$ cat src/rtl/vehicle_request_if.sv
// rtl/vehicle_request_if.sv - detector/lamp inputs and request outputs of vehicle_request
interface vehicle_request_if #(
  parameter int CNT_W = 4
);
  logic             sensor_raw;
  logic [2:0]       country;
  logic             x;
  logic [CNT_W-1:0] veh_count;
  logic             timeout;
  logic             sensor_fault;

  modport master (output sensor_raw, country, input x, veh_count, timeout, sensor_fault);
  modport slave  (input sensor_raw, country, output x, veh_count, timeout, sensor_fault);
endinterface

$ cat src/rtl/vehicle_request.sv
// rtl/vehicle_request.sv - debounced vehicle detector, waiting-vehicle counter and request FSM
// Optional stuck-detector supervision enabled by defining STUCK_DETECT_EN.
module vehicle_request #(
  parameter int DEBOUNCE_CYCLES = 4,
  parameter int CNT_W           = 4,
  parameter int MAX_GREEN       = 32,
  parameter int STUCK_CYCLES    = 256
) (
  input logic clk,
  input logic rst,
  vehicle_request_if.slave bus
);
  localparam int DB_W = $clog2(DEBOUNCE_CYCLES + 1);
  localparam int TM_W = $clog2(MAX_GREEN);
  localparam logic [DB_W-1:0]  DB_LAST = DB_W'(DEBOUNCE_CYCLES - 1);
  localparam logic [TM_W-1:0]  TM_LAST = TM_W'(MAX_GREEN - 1);
  localparam logic [CNT_W-1:0] CNT_MAX = '1;

  localparam logic [1:0] IDLE  = 2'd0;
  localparam logic [1:0] REQ   = 2'd1;
  localparam logic [1:0] SERVE = 2'd2;
  localparam logic [1:0] DRAIN = 2'd3;

  logic             s1, s2, deb, deb_q;
  logic [DB_W-1:0]  db_cnt;
  logic [CNT_W-1:0] veh_count, cnt_nxt;
  logic [TM_W-1:0]  timer;
  logic [1:0]       state, state_nxt;
  logic             x_q, timeout_q, to_nxt;
  logic             green, arrive, depart, fault;

  // Illegal (non one-hot) lamp codes never compare equal to green.
  assign green  = (bus.country == 3'b001);
  assign arrive = deb & ~deb_q;
  assign depart = ~deb & deb_q & green;

  always_ff @(posedge clk or posedge rst) begin
    if (rst) begin
      s1     <= 1'b0;
      s2     <= 1'b0;
      deb    <= 1'b0;
      deb_q  <= 1'b0;
      db_cnt <= '0;
    end else begin
      s1    <= bus.sensor_raw;
      s2    <= s1;
      deb_q <= deb;
      if (s2 == deb) begin
        db_cnt <= '0;
      end else if (db_cnt == DB_LAST) begin
        deb    <= s2;
        db_cnt <= '0;
      end else begin
        db_cnt <= db_cnt + 1'b1;
      end
    end
  end

`ifdef STUCK_DETECT_EN
  localparam int ST_W = $clog2(STUCK_CYCLES + 1);
  logic [ST_W-1:0] stuck_cnt;

  always_ff @(posedge clk or posedge rst) begin
    if (rst) begin
      stuck_cnt <= '0;
      fault     <= 1'b0;
    end else if (!deb) begin
      stuck_cnt <= '0;
      fault     <= 1'b0;
    end else begin
      if (stuck_cnt != ST_W'(STUCK_CYCLES)) stuck_cnt <= stuck_cnt + 1'b1;
      if (stuck_cnt >= ST_W'(STUCK_CYCLES - 1)) fault <= 1'b1;
    end
  end
`else
  // No stuck supervision in this build; the flag can never assert.
  assign fault = (STUCK_CYCLES < 0);
`endif

  always_comb begin
    cnt_nxt = veh_count;
    if (arrive && veh_count != CNT_MAX)
      cnt_nxt = veh_count + 1'b1;
    else if (depart && veh_count != '0)
      cnt_nxt = veh_count - 1'b1;
    // A stuck detector freezes the queue but keeps at least one request alive.
    if (fault)
      cnt_nxt = (veh_count == '0) ? CNT_W'(1) : veh_count;
  end

  always_comb begin
    state_nxt = state;
    to_nxt    = 1'b0;
    case (state)
      IDLE:  if (veh_count != '0) state_nxt = REQ;
      REQ:   if (green) state_nxt = SERVE;
      SERVE: begin
        if (veh_count == '0) begin
          state_nxt = DRAIN;
        end else if (timer == TM_LAST) begin
          state_nxt = DRAIN;
          to_nxt    = 1'b1;
        end
      end
      DRAIN: if (!green) state_nxt = (veh_count != '0) ? REQ : IDLE;
      default: state_nxt = IDLE;
    endcase
  end

  always_ff @(posedge clk or posedge rst) begin
    if (rst) begin
      veh_count <= '0;
      state     <= IDLE;
      timer     <= '0;
      x_q       <= 1'b0;
      timeout_q <= 1'b0;
    end else begin
      veh_count <= cnt_nxt;
      state     <= state_nxt;
      timer     <= (state == SERVE) ? timer + 1'b1 : '0;
      x_q       <= (state_nxt == REQ) || (state_nxt == SERVE);
      timeout_q <= to_nxt;
    end
  end

  assign bus.x            = x_q;
  assign bus.veh_count    = veh_count;
  assign bus.timeout      = timeout_q;
  assign bus.sensor_fault = fault;
endmodule

$ cat src/flat_wrapper.sv
// flat-port wrapper written by rule: the top's interface ports become plain ports
module vehicle_request_flat 
#(
  parameter int DEBOUNCE_CYCLES = 4,
  parameter int CNT_W           = 4,
  parameter int MAX_GREEN       = 32,
  parameter int STUCK_CYCLES    = 256
)
  (clk, rst, bus_sensor_raw, bus_country, bus_x, bus_veh_count, bus_timeout, bus_sensor_fault);
  vehicle_request_if #(.CNT_W(CNT_W)) bus_i ();
  input logic clk;
  input logic rst;
  input wire logic [$bits(bus_i.sensor_raw)-1:0] bus_sensor_raw;
  input wire logic [$bits(bus_i.country)-1:0] bus_country;
  output wire logic [$bits(bus_i.x)-1:0] bus_x;
  output wire logic [$bits(bus_i.veh_count)-1:0] bus_veh_count;
  output wire logic [$bits(bus_i.timeout)-1:0] bus_timeout;
  output wire logic [$bits(bus_i.sensor_fault)-1:0] bus_sensor_fault;
  assign bus_i.sensor_raw = bus_sensor_raw;
  assign bus_i.country = bus_country;
  assign bus_x = bus_i.x;
  assign bus_veh_count = bus_i.veh_count;
  assign bus_timeout = bus_i.timeout;
  assign bus_sensor_fault = bus_i.sensor_fault;
  vehicle_request #(.DEBOUNCE_CYCLES(DEBOUNCE_CYCLES), .CNT_W(CNT_W), .MAX_GREEN(MAX_GREEN), .STUCK_CYCLES(STUCK_CYCLES)) u_core (.clk(clk), .rst(rst), .bus(bus_i));
endmodule
$ cat config.mk
export PLATFORM = sky130hd
export DESIGN_NAME = vehicle_request_flat
export DESIGN_NICKNAME = d
export VERILOG_FILES = /design/src/rtl/vehicle_request_if.sv /design/src/rtl/vehicle_request.sv /design/src/flat_wrapper.sv
export SDC_FILE = /design/constraint.sdc
export NUM_CORES = 1
export LEC_CHECK = 0
export ABC_CLOCK_PERIOD_IN_PS = 4800
export CAP_MARGIN = 20
export CORE_ASPECT_RATIO = 0.6
export CORE_MARGIN = 2
export CORE_UTILIZATION = 40
export CTS_CLUSTER_DIAMETER = 80
export DETAILED_ROUTE_END_ITERATION = 8
export PLACE_DENSITY_LB_ADDON = 0.2
export SLEW_MARGIN = 20
export SYNTH_ARGS = -nofsm -noshare
export SYNTH_HDL_FRONTEND = slang
export SYNTH_SLANG_ARGS = --single-unit
$ cat constraint.sdc
create_clock -name clk -period 4.8 [get_ports clk]
set_clock_uncertainty 0.2 [all_clocks]
set_input_delay 0.48 -clock clk [delete_from_list [all_inputs] [get_ports clk]]
set_output_delay 0.48 -clock clk [all_outputs]
set_load 0.01 [all_outputs]
==> results.json, run 1 <==
{
  "cts_setup_buffers": 0,
  "post_cts_resized": 0,
  "rsz0062_at_grt": "no",
  "slew_headroom_pct": 51.7,
  "final_nets": 101,
  "grt_pass1_wl_mm": 2.61,
  "p_sw_uw": 200,
  "yosys_register_bits": 20,
  "max-cap-violations": 0,
  "initial_utilization_pct": 42.7,
  "drtIter0Drc": 30,
  "post-synth-top-count-cell": "dfrtp_1",
  "crit_path_end_kind": "flip-flop",
  "rows": 13,
  "final_cell_area_sq_um": 1120,
  "fmax_mhz": 450,
  "ys_seq_area_share_pct": 53.3,
  "hpwl_mm": 1.11,
  "post-synth-top-area-cell": "dfrtp_1",
  "vias": 550,
  "syn_avg_cell_area_sq_um": 12.5,
  "whs_ps": 177,
  "cp.arrival_ps": 2200,
  "cts_sinks": 20,
  "hold_viol": 0,
  "hold_depth": 0,
  "drt_wl_total_mm": 1.40,
  "hold_path_class": "flip-flop to flip-flop",
  "path_cells": "nand4_1 -> nand3b_1 -> ha_1 -> a21o_2 -> a21oi_1 -> mux2i_1 -> xor2_1",
  "clk_path_buf_depth": 2,
  "hold_buffers": 0,
  "die-area_sq_um": 2760,
  "power_frac_clock_pct": 20.0,
  "nFillCells": 190,
  "numPortBuffers": 11,
  "synth_warnings": 0,
  "power.density_nw_per_um2": 553,
  "crit_path_max_incr_delay_ps": 440,
  "insertion_delay_ps": 250,
  "cts_tree": "built",
  "layout.cells.non_filler": 118,
  "syn_inst": 75,
  "root_buffer": "clkbuf_8",
  "clk_transition_reported_paths_ps": 70,
  "power_frac_seq_pct": 41.6,
  "cts-buffers-inserted": 3,
  "ant_nets": 0,
  "leakage_nw": 0.535,
  "grt_overflow": 0,
  "slew_viol_final": 0,
  "combPwrFrac_pct": 38.4,
  "via_per_inst": 4.66,
  "internal_power_uw": 421,
  "synth_commonest_cells": "dfrtp_1, ha_1, nand2_1, nor2_1, xor2_1",
  "outcome": "finished clean",
  "grt.total_usage_pct": 12.8,
  "cp.required_ps": 4780,
  "antenna_found_initial": 0,
  "design.core.area_sq_um": 2200,
  "antenna_cells": 0,
  "p_sw_share_pct": 32.2,
  "grt_max_degree": 21,
  "period_needed_ps": 2220,
  "irDropWorstVdd_uv": 224,
  "setup_violations": 0,
  "h-tree-depth": 1,
  "routabilityCongestion": 0.720,
  "wire_per_inst_um": 11.9,
  "yosys-top-cells-area": "dfrtp_1, ha_1, xor2_1",
  "worst_pin_slew_ps": 723,
  "place_inst": 114,
  "synth_top_area_share_pct": 53.3,
  "slowest_stage": "dfrtp_1",
  "synth_nets": 87,
  "worstRegToRegCells": 7,
  "fin_crit_sh_pct": 46.3,
  "synth_edf_count": 0,
  "async_reset_ff_share_pct": 100,
  "ys_types": 31,
  "placed_area_sq_um": 1070,
  "drc": 0,
  "critPathLaunchType": "flip-flop",
  "syn_area_sq_um": 938,
  "drive_gt1_share_pct": 12.5,
  "die_w_um": 66.5,
  "drt_pass1_iterations": 4,
  "syn2layout_area_growth_pct": 19.6,
  "die_y_um": 41.5,
  "grt_pass1_vias": 536,
  "setup_tns_ps": 0,
  "crit_type": "flip-flop to flip-flop",
  "pin_count": 13,
  "synth-main-ff-cell": "dfrtp_1",
  "worst-path-max-fanout": 6
}
path summary, 6_finish.rpt:
path                                         start  slack, ps                      end
min                                      u_core.s1        180                u_core.s2
min reg2reg                              u_core.s1        180                u_core.s2
max                        u_core.bus.veh_count[1]       2580  u_core.bus.veh_count[3]
max reg2reg                u_core.bus.veh_count[1]       2580  u_core.bus.veh_count[3]
max in group asynchronous                      rst       3500          u_core.state[1]
min in group asynchronous                      rst        450          u_core.timer[2]
final cells by class:
class,instances,area (sq um),share of cell area (%)
repair buffers,11,110,9.81
inverters,3,11.3,1.00
flip-flops and latches,20,500,44.6
well taps,30,37.5,3.34
multi-input cells,50,408,36.3
clock buffers,4,55.1,4.91
cells by family (layout without fill, tap and decap cells):
kind of cell	after synthesis	after routing	share of synthesized area, %
XOR/XNOR	6	6	5.60
AO/OA/AOI/OAI	6	6	4.00
buffers and inverters	5	18	3.20
AND/OR/NAND/NOR	26	26	18.1
adder cells (fa/ha/maj)	6	6	8.80
multiplexers	5	5	6.53
other	1	1	0.400
flip-flops	20	20	53.3
worst max-delay path: cells and delay by family, from the launching register on:
family          cells  cell delay, ps
flops               1             440
simple gates        2             370
compound gates      2             370
fa+ha+maj           1             360
mux                 1             230
xor+xnor            1             170
per-stage QoR:
stage          total power [mW]  util (%)  worst slack [ps]
2_1_floorplan             0.432         -              2720
3_3_place_gp              0.500      48.6              2620
3_5_place_dp              0.501      48.6              2590
4_1_cts                   0.628      51.1              2570
5_1_grt                   0.675      51.1              2360
6_report                  0.621      51.1              2580
sequential cells by signal, indices dropped and copies added (netlist names):
signal	flops
u_core.db_cnt	3
u_core.bus.x	1
u_core.bus.timeout	1
u_core.s1	1
u_core.bus.veh_count	4
u_core.timer	5
u_core.state	2
u_core.deb_q	1
u_core.deb	1
u_core.s2	1
cell usage in the layout, fill, tap and decap left out, drive strengths merged, types with 3 or more instances in the layout:
master and instances:
dfrtp 20, clkdlybuf4s50 11, nand2 6, ha 5, xor2 4, nor2 4, clkbuf 4, inv 3
a21oi 3, nor3b 3, mux2 3
power groups by stage:
stage | registers [mW] | logic [mW] | clock network, mW
6_report | 0.259 | 0.238 | 0.124
5_1_grt | 0.266 | 0.269 | 0.139
4_1_cts | 0.259 | 0.240 | 0.129
3_5_place_dp | 0.263 | 0.239 | 0
3_3_place_gp | 0.263 | 0.237 | 0
2_1_floorplan | 0.263 | 0.169 | 0
layer usage:
metal	vias up	share of wire (%)	global-route usage, %
met5	-	0	0
met4	0	0.57	3.67
met3	2	3.6	6.50
met2	7	42	15.6
met1	261	54	19.5
li1	280	-	-
Power figures use the tool's default switching activity.
==> run 2, diff against run 1 <==
ABC_CLOCK_PERIOD_IN_PS = 1900   (was 4800)
clock period = 1.9 ns   (was 4.8 ns; I/O delays follow)
==> run 2 against run 1 <==
The flow now finishes with violations (negative setup slack). Cell area increased by 9.7%. Sequential power grew 140%. Via count is 7.8% higher. Sequential share of layout area is 3.7 points lower. Critical path type unchanged. Critical endpoint unchanged. Largest power group is now combinational cells. Highest routed layer unchanged.
==> results.json, run 2 (same netlist as run 1, synthesis figures left out) <==
{
  "outcome": "finished with violations",
  "violations": "negative setup slack",
  "power.density_nw_per_um2": 1470,
  "drt_wl_total_mm": 1.55,
  "crit_type": "flip-flop to flip-flop",
  "clk_path_buf_depth": 2,
  "largest_register": "u_core.timer",
  "insertion_delay_ps": 260,
  "max-cap-violations": 0,
  "drt_pass1_iterations": 2,
  "top_regs": "u_core.timer: 5 flops, u_core.bus.veh_count: 4 flops, u_core.db_cnt: 3 flops",
  "irDropWorstVdd_uv": 845,
  "hpwl_mm": 1.21,
  "cp.arrival_ps": 1910,
  "die-area_sq_um": 2760,
  "period_needed_ps": 1930,
  "grt_pass1_wl_mm": 2.66,
  "critPathLaunchType": "flip-flop",
  "syn2layout_area_growth_pct": 31.2,
  "cts_setup_buffers": 0,
  "fmax_mhz": 519,
  "drive_gt1_share_pct": 27.0,
  "grt_overflow": 0,
  "setup_ws_ps": -25.2,
  "clk_transition_reported_paths_ps": 70,
  "final_util_pct": 56.1,
  "drc": 0,
  "cts_sinks": 20,
  "root_buffer": "clkbuf_8",
  "cp.required_ps": 1880,
  "grt.total_usage_pct": 13.5,
  "cts-buffers-inserted": 3,
  "cts_tree": "built",
  "ant_nets": 0,
  "layout_common_cells": "dfrtp_1, buf_4, clkdlybuf4s50_1, nand2_1",
  "die_y_um": 41.5,
  "mostFrequentLayoutCell": "dfrtp_1",
  "vias": 593,
  "design.core.area_sq_um": 2200,
  "via_per_inst": 4.56,
  "wire_per_inst_um": 11.9,
  "h-tree-depth": 1,
  "grt_pass1_vias": 573,
  "setup_tns_ps": -25.2,
  "crit_path_end_kind": "flip-flop",
  "setup_violations": 1,
  "antenna_cells": 0,
  "slew_viol_final": 0,
  "hold_buffers": 0,
  "r2r_setup_slack_ps": -30,
  "antenna_found_initial": 0,
  "final_nets": 113,
  "rsz0062_at_grt": "yes",
  "leakage_nw": 0.592,
  "pin_count": 13,
  "hold_path_class": "input port to async pin",
  "routabilityCongestion": 0.784,
  "worst-path-max-fanout": 4,
  "numPortBuffers": 11,
  "fin_crit_sh_pct": 101,
  "initial_utilization_pct": 42.7,
  "die_w_um": 66.5,
  "hold_viol": 0,
  "largest_register_ffs": 5,
  "drtIter0Drc": 28,
  "rows": 13,
  "grt_max_degree": 21
}
## run 2: metrics by stage
step / worst slack [ps] / total power, mW / hold slack [ps] / std cells / cell area, sq um
after CTS: -10.1 / 1.82 / 61.1 / 130 / 1230
after floorplan: -122 / 1.12 / -46.3 / 75 / 945
final: -25.2 / 1.81 / 47.7 / 130 / 1230
after global placement: 7.75 / 1.45 / 139 / 126 / 1160
after detailed placement: -23.0 / 1.46 / 143 / 126 / 1160
after global routing: -76.7 / 1.94 / 90.9 / 130 / 1230
## run 2: final timing paths
path | startpoint | depth (start not counted) | to
worst min register to register | u_core.s1 | 0 | u_core.s2
worst max-delay path | u_core.bus.veh_count[0] | 7 | u_core.bus.veh_count[3]
min in group clk | u_core.s1 | 0 | u_core.s2
worst max register to register | u_core.bus.veh_count[0] | 7 | u_core.bus.veh_count[3]
max in group asynchronous | rst | 3 | u_core.bus.veh_count[1]
worst min-delay path | rst | 3 | u_core.timer[3]
## run 2: critical path: stages, from the launching register on
cell	delay (ps)
dfrtp_2	430
nand4_1	90
nand3b_1	100
ha_1	310
a21o_2	200
a21oi_2	120
mux2i_1	230
xor2_1	160
## run 2: timing repair
item / 4_1_cts / 5_1_grt
endpoints found under the setup margin: 1 / 5
pin swaps: 4 / 4
cloned: 0 / 0
resized for setup: 1 / 0
## run 2: area by class of cell
type | count | area (sq um)
Clock buffer | 4 | 55.1
Fill cell | 184 | 965
Inverter | 3 | 11.3
Multi-Input combinational cell | 50 | 424
Sequential cell | 20 | 503
Tap cell | 30 | 37.5
Timing Repair Buffer | 23 | 200
## run 2: layer usage
metal	track usage, %	vias up	routed length [um]	share of wire [%]
met5	0	-	0	0
met4	7.35	0	34	2.2
met3	4.88	4	61	3.9
met2	18.2	8	635	41
met1	18.8	280	816	53
li1	-	301	-	-
## run 2: power breakdown
group          internal [mW]  total (mW)  leakage [nW]  switching [mW]
Clock                  0.184       0.321        0.0288           0.136
Sequential             0.538       0.619         0.248          0.0803
Combinational          0.509       0.874         0.315           0.364
Total                   1.23        1.81         0.592           0.581
